==> src/rtl/data_mem_loader_pkg.sv <==
// Shared data-memory definitions and the loader state encoding.
// The data memory and the loader both take MEM_BASE from here.
`ifndef WORD_LEN
`define WORD_LEN 32
`endif
`ifndef DATA_MEM_SIZE
`define DATA_MEM_SIZE 2048
`endif
`ifndef MEM_CELL_SIZE
`define MEM_CELL_SIZE 8
`endif

package data_mem_loader_pkg;
    localparam int WORD_BITS  = `WORD_LEN;
    localparam int MEM_BYTES  = `DATA_MEM_SIZE;
    localparam int CELL_BITS  = `MEM_CELL_SIZE;
    localparam int MEM_BASE   = 1024;

    typedef enum logic [2:0] {
        ST_IDLE,
        ST_CHECK,
        ST_COLLECT,
        ST_WRITE,
        ST_VERIFY,
        ST_FINISH
    } loader_state_t;
endpackage

==> src/rtl/data_mem_loader_packer.sv <==
// Packs accepted stream bytes into a word, first byte most significant.
// word_ready flags the handshake that completes the fourth byte.
module byte_packer
    import data_mem_loader_pkg::*;
(
    input  logic                 clk,
    input  logic                 rst,
    input  logic                 clear,
    input  logic                 take,
    input  logic [7:0]           byte_in,
    output logic [`WORD_LEN-1:0] word,
    output logic                 word_ready
);
    logic [1:0] byte_idx;

    // NOTE: sequential state uses non-blocking assignments so every flop samples pre-edge values.
    always_ff @(posedge clk) begin
        if (rst) begin
            word     <= '0;
            byte_idx <= '0;
        end else if (clear) begin
            byte_idx <= '0;
        end else if (take) begin
            word     <= {word[`WORD_LEN-9:0], byte_in};
            byte_idx <= byte_idx + 2'd1;
        end
    end

    assign word_ready = take && (byte_idx == 2'd3);
endmodule

==> src/rtl/data_mem_loader.sv <==
// Streams bytes into the data memory word by word with read-back verification.
// Owns the memory port while busy; in IDLE the core's MEM-stage request passes through.
module data_mem_loader
    import data_mem_loader_pkg::*;
#(
    parameter int MEM_BASE = data_mem_loader_pkg::MEM_BASE,
    parameter int MEM_SIZE = `DATA_MEM_SIZE,
    parameter int CNT_W    = 16
) (
    input  logic                 clk,
    input  logic                 rst,
    input  logic                 start,
    input  logic [`WORD_LEN-1:0] startAddr,
    input  logic [CNT_W-1:0]     wordCount,
    input  logic                 byteValid,
    input  logic [7:0]           byteData,
    output logic                 byteReady,
    input  logic                 coreReadEn,
    input  logic                 coreWriteEn,
    input  logic [`WORD_LEN-1:0] coreAddress,
    input  logic [`WORD_LEN-1:0] coreDataIn,
    output logic                 coreStall,
    output logic                 memReadEn,
    output logic                 memWriteEn,
    output logic [`WORD_LEN-1:0] memAddress,
    output logic [`WORD_LEN-1:0] memDataIn,
    input  logic [`WORD_LEN-1:0] memDataOut,
    output logic                 busy,
    output logic                 done,
    output logic                 error
);
    localparam int WL = `WORD_LEN;
    localparam logic [WL-1:0]    ALIGN_MASK = 3;
    localparam logic [WL-1:0]    WORD_STEP  = 4;
    localparam logic [WL-1:0]    BASE_ADDR  = MEM_BASE;
    localparam logic [WL:0]      MEM_LIMIT  = MEM_SIZE;
    localparam logic [CNT_W-1:0] CNT_ONE    = 1;

    loader_state_t    state;
    logic [WL-1:0]    cur_addr;
    logic [CNT_W-1:0] remaining;
    logic [WL-1:0]    word;
    logic             word_ready;
    logic             range_bad;
    logic [WL:0]      end_addr;

    byte_packer u_packer (
        .clk        (clk),
        .rst        (rst),
        .clear      (state == ST_CHECK),
        .take       (byteValid && byteReady),
        .byte_in    (byteData),
        .word       (word),
        .word_ready (word_ready)
    );

    // One extra bit so a range ending past the top of the address space cannot wrap.
    assign end_addr  = {1'b0, cur_addr} + {{(WL-CNT_W-1){1'b0}}, remaining, 2'b00};
    assign range_bad = (cur_addr < BASE_ADDR) || (end_addr > MEM_LIMIT);

    always_ff @(posedge clk) begin
        if (rst) begin
            state     <= ST_IDLE;
            cur_addr  <= '0;
            remaining <= '0;
            byteReady <= 1'b0;
            busy      <= 1'b0;
            done      <= 1'b0;
            error     <= 1'b0;
        end else begin
            done <= 1'b0;
            case (state)
                ST_IDLE: if (start) begin
                    cur_addr  <= startAddr & ~ALIGN_MASK;
                    remaining <= wordCount;
                    error     <= 1'b0;
                    busy      <= 1'b1;
                    state     <= ST_CHECK;
                end
                ST_CHECK: begin
                    if (range_bad || remaining == '0) begin
                        error <= range_bad;
                        done  <= 1'b1;
                        state <= ST_FINISH;
                    end else begin
                        byteReady <= 1'b1;
                        state     <= ST_COLLECT;
                    end
                end
                ST_COLLECT: if (word_ready) begin
                    byteReady <= 1'b0;
                    state     <= ST_WRITE;
                end
                ST_WRITE: state <= ST_VERIFY;
                ST_VERIFY: begin
                    if (memDataOut != word) begin
                        error <= 1'b1;
                        done  <= 1'b1;
                        state <= ST_FINISH;
                    end else begin
                        cur_addr  <= cur_addr + WORD_STEP;
                        remaining <= remaining - CNT_ONE;
                        if (remaining == CNT_ONE) begin
                            done  <= 1'b1;
                            state <= ST_FINISH;
                        end else begin
                            byteReady <= 1'b1;
                            state     <= ST_COLLECT;
                        end
                    end
                end
                ST_FINISH: begin
                    busy  <= 1'b0;
                    state <= ST_IDLE;
                end
                default: state <= ST_IDLE;
            endcase
        end
    end

    // NOTE: every output gets a default before the case so no latch is inferred.
    always_comb begin
        memReadEn  = 1'b0;
        memWriteEn = 1'b0;
        memAddress = '0;
        memDataIn  = '0;
        coreStall  = (state != ST_IDLE) && (coreReadEn || coreWriteEn);
        case (state)
            ST_IDLE: begin
                memReadEn  = coreReadEn;
                memWriteEn = coreWriteEn;
                memAddress = coreAddress;
                memDataIn  = coreDataIn;
            end
            ST_WRITE: begin
                memWriteEn = 1'b1;
                memAddress = cur_addr;
                memDataIn  = word;
            end
            ST_VERIFY: begin
                memReadEn  = 1'b1;
                memAddress = cur_addr;
            end
            default: ;
        endcase
    end
endmodule

==> config.mk <==
export PLATFORM = sky130hd
export DESIGN_NAME = data_mem_loader
export DESIGN_NICKNAME = d
export VERILOG_FILES = /design/src/rtl/data_mem_loader_pkg.sv /design/src/rtl/data_mem_loader_packer.sv /design/src/rtl/data_mem_loader.sv
export SDC_FILE = /design/constraint.sdc
export NUM_CORES = 1
export LEC_CHECK = 0
export CAP_MARGIN = 20
export CELL_PAD_IN_SITES_DETAIL_PLACEMENT = 1
export CELL_PAD_IN_SITES_GLOBAL_PLACEMENT = 1
export CORE_ASPECT_RATIO = 0.5
export CORE_UTILIZATION = 30
export CTS_CLUSTER_DIAMETER = 120
export CTS_CLUSTER_SIZE = 12
export DETAILED_ROUTE_END_ITERATION = 8
export GPL_TIMING_DRIVEN = 1
export PLACE_DENSITY_LB_ADDON = 0.1
export SKIP_CTS_REPAIR_TIMING = 1
export SLEW_MARGIN = 20
export SYNTH_ARGS = -nofsm -noshare
export SYNTH_HDL_FRONTEND = slang
export SYNTH_SLANG_ARGS = --single-unit
==> constraint.sdc <==
create_clock -name clk -period 7.9 [get_ports clk]
set_input_delay 1.185 -clock clk [delete_from_list [all_inputs] [get_ports clk]]
set_output_delay 1.185 -clock clk [all_outputs]
set_load 0.02 [all_outputs]
Word level (Yosys, flattened, before mapping). Cells that the tools add are included.

Add/subtract/negate cells: 4. Magnitude comparators: 2. Mux-type cells: 31. Bitwise operators: 1. Equality and inequality tests: 15. Reductions and logical operators: 21.

Operators by type and width (count): $pmux W32 S2 (3); $mux W32 (2); $add A32 B18 Y33 (1); $gt A33 B12 Y1 const B (1); $add A32 B3 Y32 const B (1); $lt A32 B11 Y1 const B (1); $mux W16 (2); $ne A32 B32 Y1 (1); $pmux W16 S2 (1); $eq A16 B1 Y1 const B (1); $logic_not A16 Y1 (1); $sub A16 B1 Y16 const B (1); $mux W3 (5); $pmux W3 S5 (1); $ne A2 B2 Y1 const B (6); $mux W1 (11); $reduce_bool A3 Y1 (3); $pmux W1 S2 (4); $eq A3 B2 Y1 const B (2); $eq A3 B3 Y1 const B (2); $pmux W1 S3 (2); $reduce_and A2 Y1 (3); $reduce_and A5 Y1 (1); $reduce_and A4 Y1 (1); 11 further kinds (17).

Bits in registers: 89. Input port bits: 158. Word-level logic and storage cells: 83.

Logic depth before layout (Yosys ltp). Gate-level depths: netlist (run 1).

Word-level depth: 6. Gate-level depth with buffers: 11. Depth with buffers taken out: 11.

Cells and area by module. A second synthesis (run 1) with hierarchy kept.

Cell total of the unflattened synthesis: 959. Area total of the unflattened synthesis: 7215.7 µm².

By module, submodules not included: data_mem_loader (sequential area each 1061.0 µm², cells each 835, area each 5839.4 µm², instances 1); byte_packer (sequential area each 680.7 µm², cells each 124, area each 1376.3 µm², instances 1).

Worst setup path before layout (run 1). No wires, ideal clock.

Kind: register to register. Start: register cur_addr[2]. End: register state[1]. Data required time: 7.830 ns. Arrival: 3.359 ns. Period minus slack after synthesis: 3.429 ns. Path slack: 4.471 ns. Cell stages (with the launch flop): 12. Buffers on the path: 0. Cells stage by stage: dfxtp_1 -> ha_1 -> fa_1 -> nand3_1 -> a21oi_2 -> or3_1 -> a211o_1 -> a2111oi_2 -> o22ai_1 -> or4_4 -> or4_1 -> a21oi_1.

Word-level cells in the longest chain between the ends: 6.

Ends and longest elaborated chain: start, declared (line data_mem_loader.sv:40) `logic [WL-1:0] cur_addr;`; start signal, assigned (line data_mem_loader.sv:74) `cur_addr <= startAddr & ~ALIGN_MASK;`; start signal, assigned (line data_mem_loader.sv:101) `cur_addr <= cur_addr + WORD_STEP;`; $add A32 B18 Y33 (line data_mem_loader.sv:58) `assign end_addr = {1'b0, cur_addr} + {{(WL-CNT_W-1){1'b0}}, remaining, 2'b00};`; $gt A33 B12 Y1 (line data_mem_loader.sv:59) `assign range_bad = (cur_addr < BASE_ADDR) || (end_addr > MEM_LIMIT);`; $logic_or A1 B1 Y1 * (line data_mem_loader.sv:59); $logic_or A1 B1 Y1 * (line data_mem_loader.sv:81) `if (range_bad || remaining == '0) begin`; $mux W3 * (line data_mem_loader.sv:81); $pmux W3 S5 * (line data_mem_loader.sv:72) `case (state)`; end signal, assigned (line data_mem_loader.sv:63) `state <= ST_IDLE;`; end signal, assigned (line data_mem_loader.sv:78) `state <= ST_CHECK;`; end signal, assigned (line data_mem_loader.sv:84) `state <= ST_FINISH;`; end, declared (line data_mem_loader.sv:39) `loader_state_t state;`.

Every way passes the cells marked *; elsewhere a longest branch is shown, timed or not. A chain may end at the register's enable or synchronous reset.

Final worst setup path (run 1).
Start: input port memDataOut[27]. End: register remaining[6].

Word-level cells in the longest chain between the ends: 3.

Ends and longest elaborated chain: start, declared (line data_mem_loader.sv:27) `` input logic [`WORD_LEN-1:0] memDataOut, ``; $ne A32 B32 Y1 (line data_mem_loader.sv:96) `if (memDataOut != word) begin`; $ne A2 B2 Y1 (no line); $reduce_and A3 Y1 (no line); end signal, assigned (line data_mem_loader.sv:75) `remaining <= wordCount;`; end signal, assigned (line data_mem_loader.sv:102) `remaining <= remaining - CNT_ONE;`; end, declared (line data_mem_loader.sv:41) `logic [CNT_W-1:0] remaining;`.

No other way between the ends.

==> results of run 1 <==
## metal layers
layer / track usage (%) / vias to the layer above / share of wire, %
li1: - / 3971 / -
met1: 34.3 / 4077 / 50
met2: 39.3 / 198 / 44
met3: 4.76 / 22 / 4.9
met4: 5.23 / 0 / 1.3
met5: 0 / - / 0
## where the power goes
group | switching, uW | leakage [uW] | total (uW) | internal (uW)
clock network | 194 | 0.000157 | 466 | 272
logic | 841 | 0.00266 | 1510 | 669
registers | 184 | 0.000710 | 698 | 514
total | 1220 | 0.00353 | 2670 | 1460
## cell families after synthesis
| logic type | count (synthesis) |
|---|---|
| AOI/OAI and AO/OA | 345 |
| xor gates and xnor gates | 43 |
| adders and majority gates | 21 |
| buffers and inverters | 96 |
| DFF | 87 |
| muxes | 6 |
| and+or+nand+nor | 379 |
## sequential cells by signal, indices dropped and copies added, names as in the netlist
signal	flops
busy	1
byteReady	1
cur_addr	30
done	1
error	1
remaining	16
state	3
u_packer.byte_idx	2
u_packer.word	32
## through the flow
step	setup slack, ns	instances	hold slack (ns)
finish	3.77	1456	0.493
floorplan	4.47	977	0.461
detailed placement	3.41	1438	0.486
CTS	3.77	1453	0.495
global placement	3.44	1438	0.477
global route	3.44	1455	0.507
## worst max-delay path by stage
stage,start,end,slack [ns]
after floorplan,cur_addr[2],state[1],4.47
after global placement,memDataOut[13],remaining[6],3.44
after detailed placement,memDataOut[13],remaining[6],3.41
after CTS,memDataOut[13],remaining[6],3.77
after global routing,memDataOut[10],remaining[6],3.44
final,memDataOut[27],remaining[6],3.77
## worst max-delay path, delay by kind of cell
family / cells / cell delay (ns)
simple gates: 4 / 0.86
compound gates: 3 / 1.15
xor+xnor: 1 / 0.15
buf+inv: 2 / 0.96
## final cells by class
| type | count | area, um^2 |
|---|---|---|
| inverters | 14 | 52.6 |
| diodes | 3 | 7.51 |
| flip-flops and latches | 87 | 1740 |
| clock inverters | 3 | 50.0 |
| repair buffers | 236 | 2330 |
| clock buffers | 12 | 267 |
| fillers | 2824 | 13200 |
| well taps | 307 | 384 |
| multi-input cells | 794 | 4850 |
## layout by cell type (no fill, tap or decap), types with 10 or more instances in the layout
| master | instances |
|---|---|
| a211oi_1 | 25 |
| nand3_1 | 26 |
| nor3_1 | 25 |
| inv_1 | 14 |
| nor4_1 | 18 |
| nor2_1 | 64 |
| a22o_1 | 68 |
| and3_1 | 11 |
| clkdlybuf4s50_1 | 225 |
| dfxtp_1 | 87 |
| nand2_1 | 164 |
| o31ai_1 | 10 |
| o21ai_0 | 63 |
| ha_1 | 20 |
| a21oi_1 | 81 |
| xor2_1 | 38 |
| a22oi_1 | 22 |
| nand4_1 | 27 |
| buf_4 | 10 |
| o22ai_1 | 10 |
==> out/qor.yml, run 1 <==
numCtsBuffers: 9
synth_top_family_by_area: "compound AO/OA/AOI/OAI gates"
synth_area_um2: 6980
cp_max_fo: 48
synth_top_area_share_pct: 25.0
routabilityCongestion: 0.857
async_flop_share_pct: 0
worstSetupPathType: "in -> reg"
place_area_um2: 9360
htree_num_levels: 3
ios: 229
worstReg2RegStart: "cur_addr[2]"
utilization_pct: 42.4
yosysMostFrequentCell: "nand2_1"
wire_per_inst_um: 20.6
totalPowerFinal_uw: 2670
yosysSeqAreaShare_pct: 25.0
hpwl_um: 22200
maxSlewHeadroom_pct: 29.8
synth-xor-area-share_pct: 5.40
wirelength_um: 30000
grt_pass1_vias: 7896
ant_nets: 0
ys_types: 68
yosysWarnings: 0
synthMuxAreaShare_pct: 0.861
area.growth.synth_to_final_pct: 38.8
initial_utilization_pct: 30.6
worstSetupStartpointType: "input port"
numPortBuffers: 226
slew_viol_final: 0
worst_r2r_endpoint: "state[1]"
hold_end: "u_packer.word[27]"
reg2reg_depth: 11
die_area_um2: 23900
final.setup.tns_ns: 0
grt_overflow: 0
via_per_inst: 5.68
hp-class: "reg -> reg"
p_leak_uw: 0.00353
grt_max_degree: 87
yosysTopAreaCell: "dfxtp_1"
syn_avg_cell_area_um2: 7.14
synth_area_leaders: "dfxtp_1 25%, nand2_1 8.9%, a22o_1 8.7%"
layout-drive-gt1-share_pct: 4.71
fin_crit_sh_pct: 52.2
syn-num-nets: 1156
whs_path_depth: 2
rows: 39
netlist_instances: 977
fin_crit_ns: 4.13
grt_use_total_pct: 24.6
grt_pass1_wl_um: 45500
critPathRequiredTime_ns: 8.11
worst_pin_slew_ns: 1.05
cts_tree: "built"
cpPeakStageDelay_ns: 0.77
clkTransAtPathRegs_ns: 0.06
cap_violations: 0
cts-root-buf: "clkbuf_16"
cts_sinks: 87
hold_viol_final: 0
ir_drop_v: 0.000122
cp_common_cell: "nor2_1"
drc: 0
drt_iter0_drc: 586
fin_nets: 1321
synthAdderAreaFrac_pct: 3.87
coreArea_um2: 22800
hold_path.startpoint: "u_packer.word[27]"
antenna_found_initial: 3
synthTopCellsByCount: "165 x nand2_1, 87 x dfxtp_1, 81 x a21oi_1"
insertion_delay_ns: 0.36
rsz0062_at_grt: "false"
ys_ff_latch: 87
synth_compound_area_share_pct: 33.7
synth-simple-area-share_pct: 25.4
cp_slowest_cell: "a22o_2"
die_h_um: 110
crit_chain: "clkdlybuf4s50_1 > xor2_1 > nor4_1 > nand4_1 > nor2_1 > a22o_2 > buf_4 > o21ai_0 > a22oi_1 > nor2_1"
synth_edf_count: 0
die_x_um: 218
firstDrtPassIters: 5
fmax_mhz: 242
synthFlopType: "dfxtp_1"
cp.arrival_ns: 4.33
fin_area_um2: 9690
fin_skew_ns: 0.0101
status: "complete, no violations"
via_count: 8268
critPathCaptureType: "register"
power_density_nw_per_um2: 276
setup_viol: 0
reg2reg_setup_slack_ns: 3.97
cts_buffer_depth: 2
(Power assumes the default switching activity.)
==> run 2, diff against run 1 <==
==> constraint.sdc (replaced) <==
create_clock -name clk -period 3.4 [get_ports clk]
set_input_delay 0.51 -clock clk [delete_from_list [all_inputs] [get_ports clk]]
set_output_delay 0.51 -clock clk [all_outputs]
set_load 0.02 [all_outputs]
==> run 2 against run 1 <==
Clock skew increased by 0.0016 ns. Highest routed layer unchanged. Critical path type is now reg -> reg. Routed wire length increased by 5.6%. Critical path depth increased by 1.
==> out/qor.yml, run 2 (synthesis results as in run 1) <==
status: "complete, no violations"
die_h_um: 110
initial_utilization_pct: 30.6
cts-root-buf: "clkbuf_16"
grt_use_total_pct: 26.1
final.setup.tns_ns: 0
grt_pass1_wl_um: 48200
cts_tree: "built"
cts_buffer_depth: 2
fin_crit_ns: 3.36
cap_violations: 0
fmax_mhz: 298
totalPowerFinal_uw: 6740
layout_commonest_cell: "clkdlybuf4s50_1"
htree_num_levels: 3
ios: 229
final_cells: 1546
numPortBuffers: 226
final_cell_mix: "225 x clkdlybuf4s50_1, 164 x nand2_1, 98 x buf_4"
insertion_delay_ns: 0.36
switching_share_pct: 44.9
power_density_nw_per_um2: 639
grt_overflow: 0
clkTransAtPathRegs_ns: 0.08
via_per_inst: 5.56
rows: 39
die_x_um: 218
p_leak_uw: 0.00400
slew_viol_final: 0
worstSetupPathType: "reg -> reg"
cp.arrival_ns: 3.65
grt_max_degree: 66
dpl.cell_count: 1529
wirelength_um: 31700
cp_max_fo: 6
coreArea_um2: 22800
routabilityCongestion: 0.908
fillers: 2821
fin_skew_ns: 0.0117
regMostFlops: "u_packer.word"
fin_nets: 1412
critPathRequiredTime_ns: 3.69
hold_viol_final: 0
reg.largest.list: "u_packer.word: 32 flops, cur_addr: 30 flops, remaining: 16 flops"
drt_iter0_drc: 543
die_area_um2: 23900
numCtsBuffers: 9
p_clk_share_pct: 16.1
layout-drive-gt1-share_pct: 13.4
worst_pin_slew_ns: 0.728
power_frac_comb_pct: 62.8
grt_pass1_vias: 8355
worstSetupStartpointType: "register"
firstDrtPassIters: 5
ir_drop_v: 0.000270
seq_power_share_pct: 21.1
critPathCaptureType: "register"
p_int_uw: 3710
drc: 0
antenna_found_initial: 1
maxSlewHeadroom_pct: 51.4
hp-class: "reg -> reg"
fin_crit_sh_pct: 98.7
ant_nets: 0
largest_reg_flops: 32
via_count: 8589
setup_viol: 0
switching_power_uw: 3030
area.growth.synth_to_final_pct: 51.1
cts_sinks: 87
hpwl_um: 24400
wire_per_inst_um: 20.5
==> run 2: cell types whose count changed in the layout (fill, tap and decap cells not counted), sizes merged <==
cell	previous run	this run
clkinv	1	2
diode	3	1
buf	11	102
clkbuf	12	10
inv	15	17
==> run 2: power groups by stage <==
stage               Combinational [uW]  Clock (uW)  Sequential [uW]
floorplan                         2370           0             1380
global placement                  4030           0             1420
detailed placement                4120           0             1430
CTS                               4140        1110             1400
global route                      4570        1160             1440
finish                            4230        1080             1420
==> run 2: cell type report <==
class                      count  area, um^2  share of cell area, %
inverter                      14        52.6                  0.498
multi-input combinational    794        4990                   47.4
antenna                        1        2.50                 0.0237
timing repair buffer         327        3050                   29.0
sequential                    87        1750                   16.6
clock buffer                  10         239                   2.27
tap                          307         384                   3.64
clock inverter                 6        73.8                  0.700
==> run 2: final timing paths <==
check,endpoint,slack [ns],cells past startpoint,from
setup / recovery,state[1],0.04,11,remaining[6]
setup reg to reg,state[1],0.04,11,remaining[6]
hold / removal,u_packer.word[21],0.50,2,u_packer.word[13]
hold reg to reg,u_packer.word[21],0.50,2,u_packer.word[13]
==> run 2: critical path: stages, from the launching register on <==
cell      delay [ns]
dfxtp_1         0.39
ha_1            0.26
buf_4           0.16
a21oi_1         0.22
o21ai_1         0.15
nand2b_1        0.13
a31oi_1         0.13
or4_1           0.42
a22o_2          0.25
or4_4           0.57
or4_4           0.44
a21oi_2         0.15
==> run 2: per-layer routing <==
layer	wire length, um	part of all wire [%]	global-route usage (%)	up-vias
met5	0	0	0	-
met4	290	0.91	4.78	0
met3	1460	4.6	5.20	20
met2	13900	44	40.4	172
met1	16000	50	37.3	4249
li1	-	-	-	4148
==> run 2: through the flow <==
stage | setup slack, ns | hold slack [ns] | instance area, um^2 | utilization, %
after detailed placement | -0.115 | 0.493 | 10100 | 44.2
after floorplan | 0.0544 | 0.461 | 6980 | -
after CTS | -0.124 | 0.503 | 10400 | 45.6
final | 0.0444 | 0.503 | 10500 | 46.2
after global routing | -0.0465 | 0.529 | 10500 | 46.2
after global placement | -0.0902 | 0.484 | 10100 | 44.2
==> run 3, diff against run 2 <==
--- a/config.mk
+++ b/config.mk
@@ -9,11 +9,11 @@
 export CELL_PAD_IN_SITES_DETAIL_PLACEMENT = 1
 export CELL_PAD_IN_SITES_GLOBAL_PLACEMENT = 1
 export CORE_ASPECT_RATIO = 0.5
+export CORE_MARGIN = 1
 export CORE_UTILIZATION = 30
 export CTS_CLUSTER_DIAMETER = 120
 export CTS_CLUSTER_SIZE = 12
 export DETAILED_ROUTE_END_ITERATION = 8
-export GPL_TIMING_DRIVEN = 1
 export PLACE_DENSITY_LB_ADDON = 0.1
 export SKIP_CTS_REPAIR_TIMING = 1
 export SLEW_MARGIN = 20
==> constraint.sdc (replaced) <==
create_clock -name clk -period 3.5 [get_ports clk]
set_input_delay 0.525 -clock clk [delete_from_list [all_inputs] [get_ports clk]]
set_output_delay 0.525 -clock clk [all_outputs]
set_load 0.02 [all_outputs]
==> run 3 against run 2 <==
First-iteration DRC count down 16%. Sequential share of layout area is 0.19 points higher. Via count fell by 1.5%. Non-clock buffer count down 15. Critical path type unchanged. Largest cell class unchanged. Critical endpoint unchanged.
==> out/qor.yml, run 3 (synthesis results as in run 1) <==
routabilityCongestion: 0.943
rows: 39
cts-root-buf: "clkbuf_16"
worstSetupStartpointType: "register"
cp_max_fo: 7
firstDrtPassIters: 5
via_count: 8458
drc: 0
met3_length_um: 1590
final_cells: 1530
worstSetupPathType: "reg -> reg"
cts_tree: "built"
final_cell_mix: "225 x clkdlybuf4s50_1, 164 x nand2_1, 84 x buf_4"
antenna_found_initial: 1
rsz0062_at_grt: "false"
setup_viol: 0
grt_pass1_vias: 8358
critPathCaptureType: "register"
layout_commonest_cell: "clkdlybuf4s50_1"
grt_use_total_pct: 25.9
layout-drive-gt1-share_pct: 12.8
clkTransAtPathRegs_ns: 0.07
wirelength_um: 31000
die_h_um: 110
wl_met1_um: 15500
status: "complete, no violations"
cpPeakStageDelay_ns: 0.58
pre_cts_ws_ns: -0.0693
worst_pin_slew_ns: 0.739
fin_crit_ns: 3.42
hold_viol_final: 0
cts_sinks: 87
routed.top_layer: "met4"
ios: 229
grt_overflow: 0
numCtsBuffers: 9
fin_crit_sh_pct: 97.7
via_per_inst: 5.53
dpl.cell_count: 1514
hp-class: "reg -> reg"
reg.largest.list: "u_packer.word: 32 flops, cur_addr: 30 flops, remaining: 16 flops"
cp.arrival_ns: 3.71
cap_violations: 0
regMostFlops: "u_packer.word"
final.setup.tns_ns: 0
htree_num_levels: 3
coreArea_um2: 22800
fin_nets: 1397
initial_utilization_pct: 30.6
critPathRequiredTime_ns: 3.79
grt_max_degree: 65
crit_chain: "ha_2 > o2111a_1 > nand2_1 > a32oi_1 > o221ai_1 > nor4_1 > o311ai_0 > or4_4 > or4_1 > a21oi_1"
maxSlewHeadroom_pct: 50.7
power_density_nw_per_um2: 623
place_area_um2: 9940
fillers: 2835
grt_pass1_wl_um: 47800
cp_slowest_cell: "or4_4"
die_x_um: 218
area.growth.synth_to_final_pct: 49.5
setup_slack_ns: 0.0789
hold_ws_ns: 0.494
die_area_um2: 23900
fin_skew_ns: 0.00980
drt_iter0_drc: 454
slew_viol_final: 0
fmax_mhz: 292
cts_buffer_depth: 2
wl_met2_um: 13800
largest_reg_flops: 32
fin_area_um2: 10400
insertion_delay_ns: 0.36
ir_drop_v: 0.000310
p_leak_uw: 0.00391
wire_per_inst_um: 20.3
ant_nets: 0
numPortBuffers: 226
hpwl_um: 24200
==> run 3: metal layers <==
layer	GRT usage, %	vias to the layer above
met5	0	-
met1	36.5	4144
met2	41.8	182
li1	-	4118
met4	3.47	0
met3	4.90	14
==> run 3: layout make-up <==
class | instances | area, um^2 | share of cell area [%]
Antenna cell | 1 | 2.50 | 0.0240
Clock buffer | 9 | 225 | 2.16
Clock inverter | 6 | 116 | 1.12
Inverter | 14 | 52.6 | 0.504
Multi-Input combinational cell | 794 | 4980 | 47.8
Sequential cell | 87 | 1750 | 16.7
Tap cell | 307 | 384 | 3.68
Timing Repair Buffer | 312 | 2920 | 28.0
==> run 3: worst paths after layout <==
check / slack, ns / cells past startpoint / to / startpoint
worst max-delay path: 0.08 / 10 / state[1] / remaining[15]
worst min-delay path: 0.49 / 2 / u_packer.word[27] / u_packer.word[27]
worst max register to register: 0.08 / 10 / state[1] / remaining[15]
worst min register to register: 0.49 / 2 / u_packer.word[27] / u_packer.word[27]
==> run 3: where the power goes <==
part,switching (uW),internal [uW]
sequential,245,1160
clock,457,701
combinational,2160,1780
==> run 3: metrics by stage <==
step	power [uW]	utilization [%]
2_1_floorplan	3640	-
3_3_place_gp	5190	43.5
3_5_place_dp	5290	43.5
4_1_cts	6470	45.0
5_1_grt	6930	45.7
6_report	6500	45.7
==> run 3: worst max-delay path: cells and delay by family, from the launching register on <==
| family | cells | cell delay, ns |
|---|---|---|
| adder cells (fa/ha/maj) | 1 | 0.34 |
| AND/OR/NAND/NOR | 4 | 1.47 |
| flip-flops | 1 | 0.52 |
| AO/OA/AOI/OAI | 5 | 1.03 |
